<file path="config.mk">
export PLATFORM = sky130hd
export DESIGN_NAME = dnn_result_collector
export DESIGN_NICKNAME = d
export VERILOG_FILES = /design/src/rtl/dnn_result_collector.sv
export SDC_FILE = /design/constraint.sdc
export NUM_CORES = 1
export LEC_CHECK = 0
export ABC_AREA = 1
export CAP_MARGIN = 20
export CORE_ASPECT_RATIO = 0.9
export CORE_MARGIN = 10
export CORE_UTILIZATION = 53
export DETAILED_ROUTE_END_ITERATION = 16
export GPL_TIMING_DRIVEN = 0
export PLACE_DENSITY = 0.79
export SYNTH_ARGS = -nofsm -noshare
export SYNTH_HDL_FRONTEND = slang
export SYNTH_SLANG_ARGS = --single-unit
export TNS_END_PERCENT = 50
</file>
<file path="constraint.sdc">
create_clock -name clk -period 3.6 [get_ports clk]
set_clock_uncertainty 0.15 [all_clocks]
set_input_delay 0.54 -clock clk [delete_from_list [all_inputs] [get_ports clk]]
set_output_delay 0.54 -clock clk [all_outputs]
set_load 0.02 [all_outputs]
</file>
<file path="src/rtl/dnn_result_collector.sv">
// Pairs the two DNN output strobes into (class, max, |diff|) results and
// queues them in a small FIFO for a downstream consumer.
module dnn_result_collector #(
    parameter int DEPTH = 4,
    parameter int DW    = 17
) (
    input  logic                     clk,
    input  logic                     rst_n,
    input  logic                     in0_ready,
    input  logic signed [DW-1:0]     in0,
    input  logic                     in1_ready,
    input  logic signed [DW-1:0]     in1,
    input  logic                     flush,
    output logic                     res_valid,
    input  logic                     res_ready,
    output logic                     res_class,
    output logic signed [DW-1:0]     res_max,
    output logic [DW:0]              res_margin,
    output logic [$clog2(DEPTH):0]   count,
    output logic                     overflow,
    output logic                     unpaired
);

    localparam int AW = $clog2(DEPTH);
    localparam int CW = AW + 1;

    typedef enum logic [1:0] {IDLE, HAVE0, HAVE1} state_t;

    state_t                state, state_nxt;
    logic signed [DW-1:0]  p0, p1;
    logic signed [DW-1:0]  pair_a, pair_b;
    logic                  pair_push, load_p0, load_p1, set_unp;

    // NOTE: every output of this block gets a default first, so no path leaves one unassigned and infers a latch.
    always_comb begin
        state_nxt = state;
        pair_push = 1'b0;
        pair_a    = in0;
        pair_b    = in1;
        load_p0   = 1'b0;
        load_p1   = 1'b0;
        set_unp   = 1'b0;
        if (flush) begin
            state_nxt = IDLE;
        end else begin
            case (state)
                IDLE: begin
                    if (in0_ready && in1_ready) begin
                        pair_push = 1'b1;
                    end else if (in0_ready) begin
                        load_p0   = 1'b1;
                        state_nxt = HAVE0;
                    end else if (in1_ready) begin
                        load_p1   = 1'b1;
                        state_nxt = HAVE1;
                    end
                end
                HAVE0: begin
                    pair_a = p0;
                    if (in1_ready) begin
                        pair_push = 1'b1;
                        state_nxt = IDLE;
                    end
                    // A fresh in0 replaces the pending one (after it was paired, if in1 also arrived).
                    if (in0_ready) begin
                        load_p0   = 1'b1;
                        set_unp   = 1'b1;
                        state_nxt = HAVE0;
                    end
                end
                HAVE1: begin
                    pair_b = p1;
                    if (in0_ready) begin
                        pair_push = 1'b1;
                        state_nxt = IDLE;
                    end
                    if (in1_ready) begin
                        load_p1   = 1'b1;
                        set_unp   = 1'b1;
                        state_nxt = HAVE1;
                    end
                end
                default: state_nxt = IDLE;
            endcase
        end
    end

    // Pair result: tie goes to class 0; margin is exact in DW+1 bits.
    logic signed [DW:0] diff;
    logic               pair_class;
    logic signed [DW-1:0] pair_max;
    logic [DW:0]        pair_margin;

    always_comb begin
        diff        = {pair_a[DW-1], pair_a} - {pair_b[DW-1], pair_b};
        pair_class  = (pair_b > pair_a);
        pair_max    = pair_class ? pair_b : pair_a;
        pair_margin = diff[DW] ? -diff : diff;
    end

    // FIFO storage and control.
    logic              mem_class  [DEPTH];
    logic [DW-1:0]     mem_max    [DEPTH];
    logic [DW:0]       mem_margin [DEPTH];
    logic [AW-1:0]     wr_ptr, rd_ptr;
    logic              full, do_pop, do_push, drop;

    assign full    = (count == CW'(DEPTH));
    assign do_pop  = res_valid && res_ready;
    assign do_push = pair_push && (!full || do_pop);
    assign drop    = pair_push && full && !do_pop;

    // NOTE: the storage array has no reset; the head outputs are masked by res_valid so stale entries never show.
    always_ff @(posedge clk) begin
        if (do_push) begin
            mem_class[wr_ptr]  <= pair_class;
            mem_max[wr_ptr]    <= pair_max;
            mem_margin[wr_ptr] <= pair_margin;
        end
    end

    // NOTE: state registers use non-blocking assignments so every flop samples pre-edge values.
    always_ff @(posedge clk or negedge rst_n) begin
        if (!rst_n) begin
            state <= IDLE;
        end else begin
            state <= state_nxt;
        end
    end

    always_ff @(posedge clk or negedge rst_n) begin
        if (!rst_n) begin
            p0 <= '0;
            p1 <= '0;
        end else begin
            if (load_p0) p0 <= in0;
            if (load_p1) p1 <= in1;
        end
    end

    always_ff @(posedge clk or negedge rst_n) begin
        if (!rst_n) begin
            wr_ptr   <= '0;
            rd_ptr   <= '0;
            count    <= '0;
            overflow <= 1'b0;
            unpaired <= 1'b0;
        end else if (flush) begin
            wr_ptr   <= '0;
            rd_ptr   <= '0;
            count    <= '0;
            overflow <= 1'b0;
            unpaired <= 1'b0;
        end else begin
            if (do_push) wr_ptr <= wr_ptr + AW'(1);
            if (do_pop)  rd_ptr <= rd_ptr + AW'(1);
            case ({do_push, do_pop})
                2'b10:   count <= count + CW'(1);
                2'b01:   count <= count - CW'(1);
                default: count <= count;
            endcase
            if (drop)    overflow <= 1'b1;
            if (set_unp) unpaired <= 1'b1;
        end
    end

    assign res_valid  = (count != '0);
    assign res_class  = res_valid && mem_class[rd_ptr];
    assign res_max    = res_valid ? mem_max[rd_ptr] : '0;
    assign res_margin = res_valid ? mem_margin[rd_ptr] : '0;

endmodule

</file>
Word-level counts from Yosys, hierarchy flattened

Memories as Yosys holds them, arrays and structs flattened.
Index checks and enable logic that the tools add are counted.

Add/sub/neg operators: 6
Multipliers: 0
Divide/modulo/power cells: 0
$lt $le $gt $ge: 1
Eq/ne operators: 9
Shift-type cells: 0
Multiplexer cells: 43
Bitwise operators: 0
Reduce and logical (&&, ||, !) cells: 17

Operators by type and width:

| kind                                                                  | count |
|---|---|
| 17-bit 2-to-1 mux                                                     | 6 |
| 18-bit 2-to-1 mux                                                     | 2 |
| 2-bit 2-to-1 mux                                                      | 12 |
| 18-bit negator                                                        | 1 |
| 17-bit by 17-bit subtractor with 18-bit output                        | 1 |
| 17-bit greater-than comparator                                        | 1 |
| 1-bit 2-to-1 mux                                                      | 16 |
| 4-bit inequality test, second input constant                          | 3 |
| 2-bit nonzero test                                                    | 4 |
| 1-bit logical AND                                                     | 6 |
| 1-bit one-hot mux with 2 select lines                                 | 3 |
| 2-bit one-hot mux with 3 select lines                                 | 1 |
| 3-bit one-hot mux with 2 select lines                                 | 1 |
| 3-bit nonzero test                                                    | 2 |
| 2-bit by 1-bit adder with 2-bit output, second input constant         | 2 |
| 2-bit by 1-bit equality test with 1-bit output, second input constant | 2 |
| 2-bit equality test, second input constant                            | 2 |
| 4-bit AND reduction                                                   | 1 |
| 3-bit by 1-bit adder with 3-bit output, second input constant         | 1 |
| 3-bit equality test, second input constant                            | 1 |
| 3-bit 2-to-1 mux                                                      | 1 |
| 3-bit inequality test, second input constant                          | 1 |
| 1-bit one-hot mux with 3 select lines                                 | 1 |
| 3-bit by 1-bit subtractor with 3-bit output, second input constant    | 1 |
| 3 further kinds                                                       | 4 |

Bits in registers: 45
Latch bits: 0
Bits in writable memories: 144
Bits in read-only memories: 0
Input port bits: 40
Word-level logic and storage cells: 87
Memories kept: 3

Memory list:

| name       | words | bits a word | rd ports | clocked after Yosys merged registers in | wr ports | line | source |
|---|---|---|---|---|---|---|---|
| mem_margin | 4     | 18          | 1        | 0                                       | 1        | 104  | `logic [DW:0] mem_margin [DEPTH];` |
| mem_max    | 4     | 17          | 1        | 0                                       | 1        | 103  | `logic [DW-1:0] mem_max [DEPTH];` |
| mem_class  | 4     | 1           | 1        | 0                                       | 1        | 102  | `logic mem_class [DEPTH];` |

Logic depth before layout (Yosys ltp)

Gate-level depths: netlist (run 1).

Depth in word-level cells: 8
Gate-level depth with buffers: 26

Worst setup path after synthesis (run 1)

Ideal clock, no wire load.

Path type: register -> register
From: reg state[0]
To: mem mem_class[0] (enable)
Library setup time: 0.429 ns
Arrival: 2.915 ns
Data required time: 3.021 ns
Slack: 0.106 ns
Stages on the path, launching flop included: 11
Path buffers: 2
Clock period less this slack: 3.494 ns
Cells stage by stage: dfrtp_1 inv_1 ha_1 clkbuf_2 buf_2 a221oi_1 inv_1 nand2_1 inv_1 nand2_1 nor2_1

Longest elaborated chain between the ends: 6
Elaborated cells between the ends (all ways): 8
Those cells by class: 2 x eq/ne; 4 x mux; 2 x reduce/logical

Ends and longest elaborated chain:

| what                                              | line | source |
|---|---|---|
| start, declared                                   | 29   | `state_t state, state_nxt;` |
| start signal, assigned                            | 127  | `state <= state_nxt;` |
| 2-bit equality test, or another cell as far along | 46   | `case (state)` |
| 1-bit one-hot mux with 3 select lines *           | 46   |  |
| 1-bit 2-to-1 mux *                                | 43   | `if (flush) begin` |
| 1-bit logical AND *                               | 110  | `assign do_push = pair_push && (!full \|\| do_pop);` |
| 1-bit 2-to-1 mux *                                | 115  | `if (do_push) begin` |
| 1-bit 2-to-1 mux (not written as such) *          | 116  | `mem_class[wr_ptr] <= pair_class;` |
| end, declared                                     | 102  |  |

Every way passes the cells marked *; elsewhere a longest branch is shown, timed or not.

Final worst setup path (run 1)

From: reg rd_ptr[0]
To: out res_margin[15]

Longest elaborated chain between the ends: 2

Ends and longest elaborated chain:

| what                   | line | source |
|---|---|---|
| start, declared        | 105  | `logic [AW-1:0] wr_ptr, rd_ptr;` |
| start signal, assigned | 156  | `if (do_pop) rd_ptr <= rd_ptr + AW'(1);` |
| memory 4 x 18 bit      | --   |  |
| 18-bit 2-to-1 mux      | 170  | `assign res_margin = res_valid ? mem_margin[rd_ptr] : '0;` |
| end, declared          | 18   | `output logic [DW:0] res_margin,` |

Every way passes these cells.

==> results_dict.tcl, run 1 <==
set metrics [dict create \
    grt_pass1_vias 8189 \
    rows 47 \
    nNetsFinal 1393 \
    grt_pass1_wl_mm 41.86 \
    cts-root-buf "clkbuf_16" \
    slew_viol_final 0 \
    relSlewSlack_pct 48.01 \
    cp_common_cell "nor2_1" \
    viasPerCell 5.549 \
    synth_top_area_cell "edfxtp_1" \
    yosys-top-cells-area "edfxtp_1 43%, dfrtp_1 11%, nand2_1 11%, nor2_1 7.4%, o21ai_0 6.6%" \
    core_area_um2 18520 \
    synthDistinctLibCells 35 \
    synth_top_area_share_pct 42.92 \
    start_kind "register" \
    final_area_um2 12770 \
    initial_utilization_pct 54.39 \
    synth-seq-area-share_pct 54.10 \
    holdCritPathClass "reg -> reg" \
    fin_crit_sh_pct 99.33 \
    peakVddDrop_mv 0.4329 \
    path_clk_slew_ns 0.07 \
    synth_seq_cells 189 \
    crit_chain "clkbuf_1 > buf_1 > nor2_1 > nor2_1 > o21ai_0 > a21oi_1 > clkdlybuf4s50_1" \
    cts_buffer_depth 2 \
    setup-violations-final 0 \
    arrival_ns 2.89 \
    final_common_cell "nand2_1" \
    insertedDiodeCount 0 \
    cpPeakStageDelay_ns 0.64 \
    cp_slowest_cell "clkdlybuf4s50_1" \
    hpwlAfterDp_mm 19.45 \
    areaGrowthSynthToFinish_pct 26.74 \
    drc 0 \
    finalPower_mw 9.516 \
    fmax_mhz 279.7 \
    tns_ns 0 \
    avgSynthCellArea_um2 8.466 \
    final_cell_mix "257 x nand2_1, 178 x nor2_1, 144 x edfxtp_1, 118 x o21ai_0, 104 x inv_1" \
    wl_per_cell_um 17.45 \
    hold_viol_final 0 \
    crit_fanout 10 \
    drtIter0Drc 901 \
    worstPathRequired_ns 2.91 \
    cap_violations 0 \
    period_needed_ns 3.576 \
    cts_tree "built" \
    synthesis.area_um2 10070 \
    portBuffers 81 \
    syn_inst 1190 \
    grt_max_degree 35 \
    post-route-util_pct 68.93 \
    outcome "finished clean" \
    postRouteAntennaNets 0 \
    vias 8806 \
    grtUsageTotal_pct 21.50 \
    cp-end-kind "output port" \
    drt_pass1_iterations 7 \
    die_w_um 165.3 \
    p_leak_nw 5.403 \
    power_density_nw_per_um2 745.3 \
    numCtsBuffers 17 \
    place_area_um2 11320 \
    h-tree-depth 4 \
    antenna_found_initial 0 \
    die_h_um 150.8 \
    critPathBufInv 3 \
    synth_nets 1253 \
    rsz0062_at_grt "yes" \
    cts_sinks 189 \
    worst_pin_slew_ns 0.7747 \
    insertion_delay_ns 0.45 \
    gp_congestion 0.9156 \
    pin_count 82 \
    crit_family "buffers and inverters" \
    gr-total-overflow 0 \
    crit_type "reg -> out" \
    yosysWarningCount 0 \
    dieArea_um2 24930 \
    drive_above_1_share_pct 16.99 \
    finalWirelength_mm 27.69 \
]
metal layers:
metal  vias up  global-route usage [%]  share of wire, %  wire [um]
li1       4191                       -                 -          -
met4         0                   6.316               1.8        496
met2       407                   35.50                48      13270
met1      4150                   28.10                41      11410
met3        58                   4.423               9.1       2520
met5         -                       0                 0          0
where the power goes:
part	switching [mW]	internal [mW]	leakage (nW)
Combinational	2.84	1.61	3.24
Clock	0.888	0.980	0.289
Sequential	0.172	3.02	1.87
final timing paths:
check / from / endpoint / slack [ns] / depth (start not counted)
hold reg to reg: p1[9]$_DFFE_PN0P_ / p1[9]$_DFFE_PN0P_ / 0.34 / 2
max in group asynchronous: rst_n / state[1]$_DFFE_PN0P_ / 2.39 / 3
setup / recovery: rd_ptr[0]$_DFFE_PN0P_ / res_margin[15] / 0.02 / 7
hold / removal: p1[9]$_DFFE_PN0P_ / p1[9]$_DFFE_PN0P_ / 0.34 / 2
min in group asynchronous: rst_n / p1[16]$_DFFE_PN0P_ / 0.38 / 2
setup reg to reg: state[1]$_DFFE_PN0P_ / mem_max[2][15]$_DFFE_PP_ / 0.06 / 24
kinds of logic after synthesis:
family | after synthesis | synth area share, %
AOI/OAI and AO/OA | 208 | 10.56
xor gates and xnor gates | 14 | 1.292
adders and majority gates | 23 | 2.931
buffers and inverters | 164 | 6.793
DFF | 189 | 54.10
and+or+nand+nor | 592 | 24.33
worst min-delay path, cell delays in order (launching register included):
cell     delay, ns
dfrtp_1       0.35
nand2_1       0.05
o21ai_0       0.06
Yosys cell counts:
cell / n
o22ai_1: 1
a21oi_4: 1
xor2_1: 7
dfrtp_1: 45
nand3_1: 53
nand3b_1: 13
inv_1: 112
nor3b_1: 1
a31oi_1: 3
clkbuf_1: 28
inv_4: 1
o21ai_0: 132
ha_1: 22
inv_2: 1
nor2_1: 198
nand2_4: 5
buf_6: 8
buf_1: 8
edfxtp_1: 144
a21oi_1: 67
o21ai_1: 2
nand3_2: 2
nand2_1: 293
nor3_1: 6
nor2_2: 1
clkbuf_2: 1
clkinv_1: 1
xor2_2: 1
xnor2_1: 6
nand2_2: 15
nand4_1: 5
a221oi_1: 1
buf_2: 4
o21bai_1: 1
fa_1: 1
per-stage QoR:
stage | hold slack, ns | std cells | worst slack [ns]
after CTS | 0.3361 | 1565 | 0.0005129
after floorplan | 0.09441 | 1190 | 0.1058
final | 0.3390 | 1587 | 0.02428
after detailed placement | 0.3152 | 1521 | -1.231
after global placement | 0.3096 | 1516 | -1.381
after global routing | 0.3649 | 1587 | -0.1028
repair_timing:
action,4_1_cts,5_1_grt
gates cloned,1,2
buffers inserted,14,20
pin swaps,17,33
resized for setup,78,92
endpoints found under the hold margin,11,0
hold buffers,1,0
endpoints found under the setup margin,158,165
state kept, by name, indices dropped and copies added (netlist names):
signal      flops
state           2
mem_margin     72
p1             17
rd_ptr          2
wr_ptr          2
p0             17
mem_class       4
unpaired        1
mem_max        68
overflow        1
count           3
cell type report:
type / instances / area (um2)
clock buffers: 17 / 425.4
plain buffers: 46 / 309.0
inverters: 115 / 434.2
clock inverters: 14 / 158.9
repair buffers: 124 / 1241
flip-flops and latches: 189 / 5453
fillers: 1395 / 5756
multi-input cells: 837 / 4441
well taps: 245 / 306.5
No activity file was read; power rests on OpenSTA's default activity.
==> inputs of run 2 (changes only) <==
--- a/config.mk
+++ b/config.mk
@@ -9,10 +9,11 @@
 export CAP_MARGIN = 20
 export CORE_ASPECT_RATIO = 0.9
 export CORE_MARGIN = 10
-export CORE_UTILIZATION = 53
+export CORE_UTILIZATION = 58
 export DETAILED_ROUTE_END_ITERATION = 16
+export DONT_BUFFER_PORTS = 1
 export GPL_TIMING_DRIVEN = 0
-export PLACE_DENSITY = 0.79
+export PLACE_DENSITY = 0.78
 export SYNTH_ARGS = -nofsm -noshare
 export SYNTH_HDL_FRONTEND = slang
 export SYNTH_SLANG_ARGS = --single-unit
==> run 2 against run 1 <==
Effect of this change: clock-buffer cell count grew 2; via count down 4.9%; critical path depth rose by 12; hold slack lost 0.32 ns; largest cell class unchanged; sequential cell count unchanged; utilization rose by 0.74 points; first-iteration DRC count shrank 5.7%; routed wire length shrank 5.0%; non-clock buffer count decreased by 94; highest routed layer unchanged; combinational power shrank 13%.
==> results_dict.tcl, run 2 (synthesis gave the netlist of run 1 again) <==
set metrics [dict create \
    top_regs "mem_margin x72, mem_max x68" \
    path_clk_slew_ns 0.07 \
    grt_pass1_wl_mm 40.59 \
    postRouteAntennaNets 0 \
    core_area_um2 16950 \
    timing.rr.start "state[1]$_DFFE_PN0P_" \
    holdCritPathClass "in -> reg" \
    cap_violations 0 \
    final_area_um2 11810 \
    largest_reg_flops 72 \
    gp_congestion 0.9373 \
    place_area_um2 10480 \
    largest_register "mem_margin" \
    slew_viol_final 0 \
    dieArea_um2 23050 \
    finalWirelength_mm 26.30 \
    dp_cells 1429 \
    cts_tree "built" \
    top_layer "met4" \
    p_leak_nw 5.004 \
    h-tree-depth 4 \
    vias 8373 \
    outcome "finished clean" \
    crit_type "reg -> reg" \
    insertedDiodeCount 0 \
    setup-violations-final 0 \
    drt_pass1_iterations 6 \
    cts-root-buf "clkbuf_16" \
    reg2reg_setup_slack_ns 0.11 \
    fmax_mhz 286.9 \
    pin_count 82 \
    fin_cells 1484 \
    areaGrowthSynthToFinish_pct 17.20 \
    cts_buffer_depth 2 \
    rows 45 \
    die_h_um 145.0 \
    grtUsageTotal_pct 21.72 \
    crit_fanout 10 \
    relSlewSlack_pct 54.34 \
    peakVddDrop_mv 0.4077 \
    die_w_um 158.9 \
    final_common_cell "nand2_1" \
    tns_ns 0 \
    cts_sinks 189 \
    portBuffers 0 \
    hpwlAfterDp_mm 18.36 \
    grt_pass1_vias 7727 \
    numCtsBuffers 17 \
    antenna_found_initial 0 \
    drive_above_1_share_pct 16.25 \
    nNetsFinal 1299 \
    wl_per_cell_um 17.72 \
    r2r_cells 19 \
    holdWs_ns 0.01807 \
    drt-met1-wl_mm 10.83 \
    final_cell_mix "261 x nand2_1, 179 x nor2_1, 144 x edfxtp_1, 118 x o21ai_0, 103 x inv_1" \
    met3WireLength_mm 2.255 \
    grt_max_degree 46 \
    drc 0 \
    worstPathRequired_ns 3.62 \
    post-route-util_pct 69.67 \
    crit_path_start "state[1]$_DFFE_PN0P_" \
    worst_pin_slew_ns 0.6804 \
    insertion_delay_ns 0.44 \
    initial_utilization_pct 59.45 \
    r2r-end "mem_max[3][13]$_DFFE_PP_" \
    wl_met2_mm 12.74 \
    period_needed_ns 3.486 \
    arrival_ns 3.51 \
    fin_crit_sh_pct 96.83 \
    gr-total-overflow 0 \
    power_density_nw_per_um2 750.5 \
    hold_viol_final 0 \
    start_kind "register" \
    drtIter0Drc 850 \
    crit_end "mem_max[3][13]$_DFFE_PP_" \
    viasPerCell 5.642 \
    cp-end-kind "register" \
]
## run 2: changes by cell type in the layout (fill, tap and decap cells not counted), sizes merged
cell,delta
buf,-13
clkbuf,+1
clkdlybuf4s50,-79
clkinv,-2
dlygate4sd2,-1
inv,+1
## run 2: what timing repair did
item,CTS,global route
hold buffers,2,0
resized for setup,82,78
buffers inserted,15,7
pin swaps,20,26
hold endpoints to repair,45,0
cloned,0,1
endpoints found under the setup margin,140,141
## run 2: how the worst min path moves through the flow
stage | startpoint | end | cells after the start
floorplan | rst_n | count[0]$_DFFE_PN0P_ | 0
global placement | rst_n | p1[4]$_DFFE_PN0P_ | 0
detailed placement | rst_n | p1[4]$_DFFE_PN0P_ | 0
CTS | flush | unpaired$_DFFE_PN0P_ | 1
global route | flush | unpaired$_DFFE_PN0P_ | 1
finish | flush | unpaired$_DFFE_PN0P_ | 1
## run 2: layout make-up
cell class,count,area (um2)
sequential,189,5450
tap,235,294.0
inverter,115,434.2
buffer,47,300.3
clock buffer,19,432.9
timing repair buffer,29,327.8
fill,1227,5140
clock inverter,13,132.6
multi-input combinational,837,4436
## run 2: where the power goes
group | switching [mW] | leakage [nW] | internal (mW)
Clock | 0.835 | 0.276 | 0.972
Combinational | 2.72 | 2.85 | 1.13
Sequential | 0.182 | 1.87 | 3.02
## run 2: routing by layer
layer | vias up | global-route usage, %
met5 | - | 0
met4 | 0 | 5.926
met3 | 49 | 3.897
met2 | 400 | 36.23
met1 | 3922 | 28.54
li1 | 4002 | -
## run 2: stage by stage
| stage | worst slack, ns | total power, mW |
|---|---|---|
| finish | 0.1142 | 8.862 |
| detailed placement | -0.8333 | 6.485 |
| global route | -0.04110 | 9.327 |
| global placement | -1.106 | 6.376 |
| floorplan | 0.1058 | 5.568 |
| CTS | 0.01462 | 8.575 |
## run 2: worst max-delay path, stage by stage, from the launching register on
cell     delay [ns]
dfrtp_1        0.40
inv_1          0.09
ha_1           0.15
buf_6          0.13
nand2_8        0.08
buf_8          0.17
a21oi_2        0.25
ha_4           0.27
a21oi_2        0.20
o21ai_2        0.11
a31oi_2        0.27
nand2_4        0.12
nand2_2        0.07
nand2_2        0.08
buf_8          0.16
nand2_2        0.08
nand2_4        0.07
buf_8          0.15
nand2_1        0.12
nand2_4        0.09
